$ cat src/rtl/mem_arbiter.sv
// Two-port (instruction fetch / data) round-robin arbiter in front of a single RAM
// with a done handshake, alignment fault detection and a WAIT-state timeout.
module mem_arbiter #(
    parameter int WAIT_CYCLES = 2,
    parameter int TIMEOUT     = 15
) (
    input  logic        clk,
    input  logic        reset_n,
    input  logic        if_req,
    input  logic [7:0]  if_addr,
    output logic        if_ack,
    output logic        if_err,
    output logic [31:0] if_rdata,
    input  logic        d_req,
    input  logic        d_rw,
    input  logic [1:0]  d_mas,
    input  logic [7:0]  d_addr,
    input  logic [31:0] d_wdata,
    output logic        d_ack,
    output logic        d_err,
    output logic [31:0] d_rdata,
    output logic        ram_enable,
    output logic        ram_rw,
    output logic [1:0]  ram_mas,
    output logic [7:0]  ram_addr,
    output logic [31:0] ram_din,
    input  logic [31:0] ram_dout,
    input  logic        ram_done
);

    typedef enum logic [1:0] {S_IDLE, S_ISSUE, S_WAIT, S_RESP} state_t;

    localparam int            CW        = $clog2(TIMEOUT + 1);
    localparam logic [CW-1:0] WAIT_LAST = CW'(WAIT_CYCLES - 1);
    localparam logic [CW-1:0] TO_LAST   = CW'(TIMEOUT - 1);

    state_t        r_state;
    state_t        w_state_next;
    logic          r_grant_d;
    logic          r_last_d;
    logic          r_err;
    logic          r_rw;
    logic [1:0]    r_mas;
    logic [7:0]    r_addr;
    logic [31:0]   r_din;
    logic [31:0]   r_if_rdata;
    logic [31:0]   r_d_rdata;
    logic [CW-1:0] r_cnt;

    logic          w_any_req;
    logic          w_grant_d;
    logic [1:0]    w_sel_mas;
    logic [7:0]    w_sel_addr;
    logic          w_fault;
    logic          w_done_ok;
    logic          w_timeout;

    // Data wins a tie unless it was the last one served; fetches are always word reads.
    always_comb begin
        w_any_req  = if_req | d_req;
        w_grant_d  = d_req & (~if_req | ~r_last_d);
        w_sel_mas  = w_grant_d ? d_mas : 2'b10;
        w_sel_addr = w_grant_d ? d_addr : if_addr;
        w_fault    = (w_sel_mas == 2'b11) ||
                     ((w_sel_mas == 2'b01) && w_sel_addr[0]) ||
                     ((w_sel_mas == 2'b10) && (w_sel_addr[1:0] != 2'b00));
        w_done_ok  = (r_cnt >= WAIT_LAST) && ram_done;
        w_timeout  = (r_cnt == TO_LAST) && !ram_done;
    end

    // NOTE: reset is synchronous, so it lives inside the clocked block, not its sensitivity list.
    always_ff @(posedge clk) begin
        if (!reset_n) begin
            r_state <= S_IDLE;
        end else begin
            r_state <= w_state_next;
        end
    end

    // NOTE: default assignment first so no path through this block can infer a latch.
    always_comb begin
        w_state_next = r_state;
        case (r_state)
            S_IDLE:  if (w_any_req) w_state_next = w_fault ? S_RESP : S_ISSUE;
            S_ISSUE: w_state_next = S_WAIT;
            S_WAIT:  if (w_done_ok || w_timeout) w_state_next = S_RESP;
            S_RESP:  w_state_next = S_IDLE;
            default: w_state_next = S_IDLE;
        endcase
    end

    always_comb begin
        ram_enable = (r_state == S_ISSUE) || (r_state == S_WAIT);
        ram_rw     = r_rw;
        ram_mas    = r_mas;
        ram_addr   = r_addr;
        ram_din    = r_din;
        if_ack     = (r_state == S_RESP) && !r_grant_d;
        if_err     = (r_state == S_RESP) && !r_grant_d && r_err;
        d_ack      = (r_state == S_RESP) && r_grant_d;
        d_err      = (r_state == S_RESP) && r_grant_d && r_err;
        if_rdata   = r_if_rdata;
        d_rdata    = r_d_rdata;
    end

    // NOTE: every register here is state, so only non-blocking assignments are used.
    always_ff @(posedge clk) begin
        if (!reset_n) begin
            r_grant_d  <= 1'b0;
            r_last_d   <= 1'b0;
            r_err      <= 1'b0;
            r_rw       <= 1'b1;
            r_mas      <= 2'b00;
            r_addr     <= 8'h00;
            r_din      <= 32'h0;
            r_cnt      <= '0;
            r_if_rdata <= 32'h0;
            r_d_rdata  <= 32'h0;
        end else begin
            case (r_state)
                S_IDLE: begin
                    if (w_any_req) begin
                        r_grant_d <= w_grant_d;
                        r_last_d  <= w_grant_d;
                        r_err     <= w_fault;
                        r_rw      <= w_grant_d ? d_rw : 1'b1;
                        r_mas     <= w_sel_mas;
                        r_addr    <= w_sel_addr;
                        r_din     <= w_grant_d ? d_wdata : 32'h0;
                    end
                end
                S_ISSUE: r_cnt <= '0;
                S_WAIT: begin
                    if (w_done_ok) begin
                        if (r_rw && r_grant_d)  r_d_rdata  <= ram_dout;
                        if (r_rw && !r_grant_d) r_if_rdata <= ram_dout;
                    end else if (w_timeout) begin
                        r_err <= 1'b1;
                    end else begin
                        r_cnt <= r_cnt + CW'(1);
                    end
                end
                default: ;
            endcase
        end
    end

endmodule

$ cat config.mk
export PLATFORM = sky130hd
export DESIGN_NAME = mem_arbiter
export DESIGN_NICKNAME = d
export VERILOG_FILES = /design/src/rtl/mem_arbiter.sv
export SDC_FILE = /design/constraint.sdc
export NUM_CORES = 1
export LEC_CHECK = 0
export CAP_MARGIN = 15
export CORE_AREA = 3 3 114 116
export DETAILED_ROUTE_END_ITERATION = 10
export DIE_AREA = 0 0 117 119
export GPL_TIMING_DRIVEN = 0
export HOLD_SLACK_MARGIN = 0.1
export MAX_ROUTING_LAYER = met4
export PLACE_DENSITY = 0.76
export SLEW_MARGIN = 20
export SYNTH_ARGS = -nofsm -noshare
export SYNTH_HDL_FRONTEND = slang
export SYNTH_SLANG_ARGS = --single-unit
$ cat constraint.sdc
create_clock -name clk -period 1.8 [get_ports clk]
set_input_delay 0.45 -clock clk [delete_from_list [all_inputs] [get_ports clk]]
set_output_delay 0.45 -clock clk [all_outputs]
set_load 0.05 [all_outputs]
==> impl_metrics.csv <==
group,metric,value,unit
placement,io_buffers,198,
die,die_h,119,µm
critical_path,worstSetupPathType,"flip-flop to output port",
drt,drt-total-wl,14600,µm
critical_path,startpoint_type,"flip-flop",
clock_network,cts.reportedPaths.clkPinSlew,0.05,ns
pwr,leakage,0.00324,µW
sta,layout_setup_ws,-0.0208,ns
critical_path,r2r-end,"d_rdata[29]",
sta,period_share,101,%
clock_network,max-clock-path-buffers,2,
run,drv_cap,0,
logic_synthesis,ys_warn_count,0,
logic_synthesis,synth-async-reset-ratio,0,%
pwr,power_frac_clock,37.2,%
finish,layout-drive-gt1-share,11.6,%
pwr,p_sw_share,34.1,%
run_status,violations,"negative setup slack",
grt,grt_pass1_wl,22600,µm
critical_path,slowest_stage,"dfxtp_2",
pwr,power.internal,6000,µW
logic_synthesis,syn_avg_cell_area,8.68,µm²
pwr,power,9100,µW
logic_synthesis,ys_ff_latch,115,
pwr,pwr_density_cell,1250,mW/mm²
critical_path,cp-end-kind,"output port",
die,io-pin-count,200,
sta,setup_violations,1,
grt,gr-total-overflow,0,
sta,rsz0062_at_grt,"yes",
critical_path,cp.required,1.35,ns
placement,globalplace.congestion,0.841,
min_path,hold_start,"if_rdata[23]",
logic_synthesis,synth_nets,606,
clock_network,root_buffer,"clkbuf_16",
clock_network,numCtsBuffers,17,
pwr,ir_drop,0.621,mV
logic_synthesis,synth-edff-count,0,
sta,finalCriticalPeriod,1.82,ns
grt,grt_pass1_vias,4587,
sta,final-hold-violation-count,0,
pwr,switchingPower,3100,µW
die,core_area,0.0120,mm²
clock_network,cts_tree,"yes",
finish,multi_input_area,0.00193,mm²
finish,finalNetCount,836,
critical_path,worst-endpoint-arrival,1.37,ns
die,die_x,117,µm
finish,stdcell_area,0.00729,mm²
finish,diodes,0,
die,die-area,0.0139,mm²
sta,final_max_slew_viol_count,0,
min_path,whs_path_depth,2,
drt,dr.pass1.iters,5,
min_path,hold-path-endpoint,"if_rdata[23]",
critical_path,path_cells,"ha_4 > nor2b_4 > and2_2 > buf_8",
drt,wire_per_inst,16.2,µm
drt,postRouteAntennaNets,0,
placement,dp_hpwl,10900,µm
die,start_util,36.8,%
logic_synthesis,ys.flop_type,"dfxtp_1",
finish,fill_cells,1072,
pwr,pwr-share-comb,30.1,%
placement,placed_cell_area,0.00659,mm²
sta,fin_skew,0.0102,ns
grt,antenna_found_initial,0,
drt,drtIter0Drc,261,
logic_synthesis,yosys.cell_types.count,35,
logic_synthesis,ys_seq_area_share,52.1,%
drt,drc,0,
pwr,p_seq_share,32.8,%
drt,viasPerCell,5.16,
drt,route.vias.total,4638,
logic_synthesis,synth_cells,509,
grt,grt_max_degree,17,
finish,syn_to_final_growth,64.9,%
sta,tightest_slew,0.564,ns
die,row_count,40,
grt,grt_usage,20.9,%
clock_network,htree_levels,4,
sta,max_slew_margin,62.4,%
critical_path,path_max_fanout,3,
finish,seq_area,0.00231,mm²
logic_synthesis,syn_area,0.00442,mm²
critical_path,timing.rr.start,"r_state[0]",
min_path,hold_class,"flip-flop to flip-flop",
critical_path,reg2reg_depth,9,
sta,timing.fmax,549,MHz
run_status,status,"finished, violations left",
sta,tns,-0.0208,ns
clock_network,cts_sinks,115,
clock_network,clkLatencyLatePin,0.40,ns
critical_path,ff2ff_setup_slack,0.03,ns
critical_path,slowest_delay,0.34,ns
-- logic make-up after synthesis --
family          Yosys count  share of synthesized area, %
simple gates            197                          20.3
flops                   115                          52.1
fa+ha+maj                 9                          2.55
buf+inv                  52                          5.07
mux                       9                          2.04
compound gates          127                          18.0
-- worst max-delay path by stage --
stage | from | end | slack [ns] | cells after the start
finish | r_state[0] | if_err | -0.02 | 4
global route | r_state[0] | d_rdata[17] | -0.07 | 9
CTS | r_state[0] | if_err | -0.06 | 4
detailed placement | ram_done | if_rdata[15] | -0.70 | 5
global placement | ram_done | if_rdata[14] | -0.62 | 5
floorplan | r_state[0] | d_rdata[1] | 0.1 | 9
-- cell usage in the layout, fill, tap and decap left out, types with 4 or more instances in the layout --
master	synthesis	layout
dfxtp_2	0	4
buf_2	10	4
inv_1	8	6
clkbuf_16	0	18
clkdlybuf4s50_1	0	86
o21ai_0	52	36
buf_4	4	18
ha_1	9	7
dfxtp_1	115	110
nor2_1	44	44
a211oi_1	8	8
mux2i_1	9	9
a21oi_1	6	6
dlygate4sd2_1	0	104
nand3_1	69	69
nand2_1	70	70
o21ai_1	15	30
a22oi_1	33	33
buf_6	0	8
clkbuf_1	29	24
clkbuf_4	0	4
-- state kept, by name, indices dropped and copies added (netlist names), 2 cells and up --
name and count:
r_state 2, d_rdata 32, if_rdata 32, ram_addr 8, r_cnt 4, ram_din 32
ram_mas 2
-- stage by stage --
step	instances	worst slack, ns	hold WS, ns	util, %
2_1_floorplan	509	0.0968	0.490	-
3_3_place_gp	854	-0.620	0.437	54.9
3_5_place_dp	854	-0.702	0.446	54.9
4_1_cts	892	-0.0607	0.450	59.5
5_1_grt	898	-0.0733	0.471	60.7
6_report	898	-0.0208	0.448	60.7
-- routing by layer --
layer / wire length (µm) / GRT usage [%] / vias to the layer above
met5: 0 / - / -
met4: 301 / 8.24 / 0
met3: 839 / 4.22 / 25
met2: 7470 / 33.9 / 173
met1: 5950 / 25.2 / 2195
li1: - / - / 2245
-- power by group through the flow --
stage | sequential, µW | combinational (µW) | clock [µW]
final | 2980 | 2740 | 3380
after global routing | 3010 | 2930 | 3550
after CTS | 2970 | 2620 | 3440
after floorplan | 3690 | 1030 | 0
after detailed placement | 3020 | 2640 | 0
after global placement | 3000 | 2580 | 0
-- worst max-delay path: cells and delay by family (launching register included) --
family | cells | cell delay, ns
adders and majority gates | 1 | 0.17
buffers and inverters | 1 | 0.15
DFF | 1 | 0.34
and+or+nand+nor | 2 | 0.32
-- final cells by class --
class                           instances  area share (%)
Inverter                                8           0.412
Sequential cell                       115            31.7
Tap cell                              147            2.52
Clock buffer                           20            6.13
Multi-Input combinational cell        342            26.5
Buffer                                 43            3.42
Timing Repair Buffer                  212            27.2
Clock inverter                         11            2.11
-- cell usage after synthesis, drive strengths merged (3+ instances only) --
master	n	share of area (%)
and2	3	0.42
inv	8	0.68
nand2	70	5.9
dfxtp	115	52
nand3	69	7.8
a22oi	33	5.6
mux2i	9	2.0
a211oi	8	1.4
or3	4	0.57
o21ai	67	7.6
buf	14	1.8
ha	9	2.5
a21oi	6	0.68
clkbuf	30	2.6
nor2	44	3.7
-- timing repair --
| action | 4_1_cts | 5_1_grt |
|---|---|---|
| pin swaps | 2 | 5 |
| gates resized for setup | 161 | 42 |
| hold buffers | 0 | 0 |
| setup endpoints to repair | 193 | 113 |
| gates cloned | 0 | 1 |
| setup buffers | 7 | 7 |
Note: power is estimated with default switching activity, not from simulation.
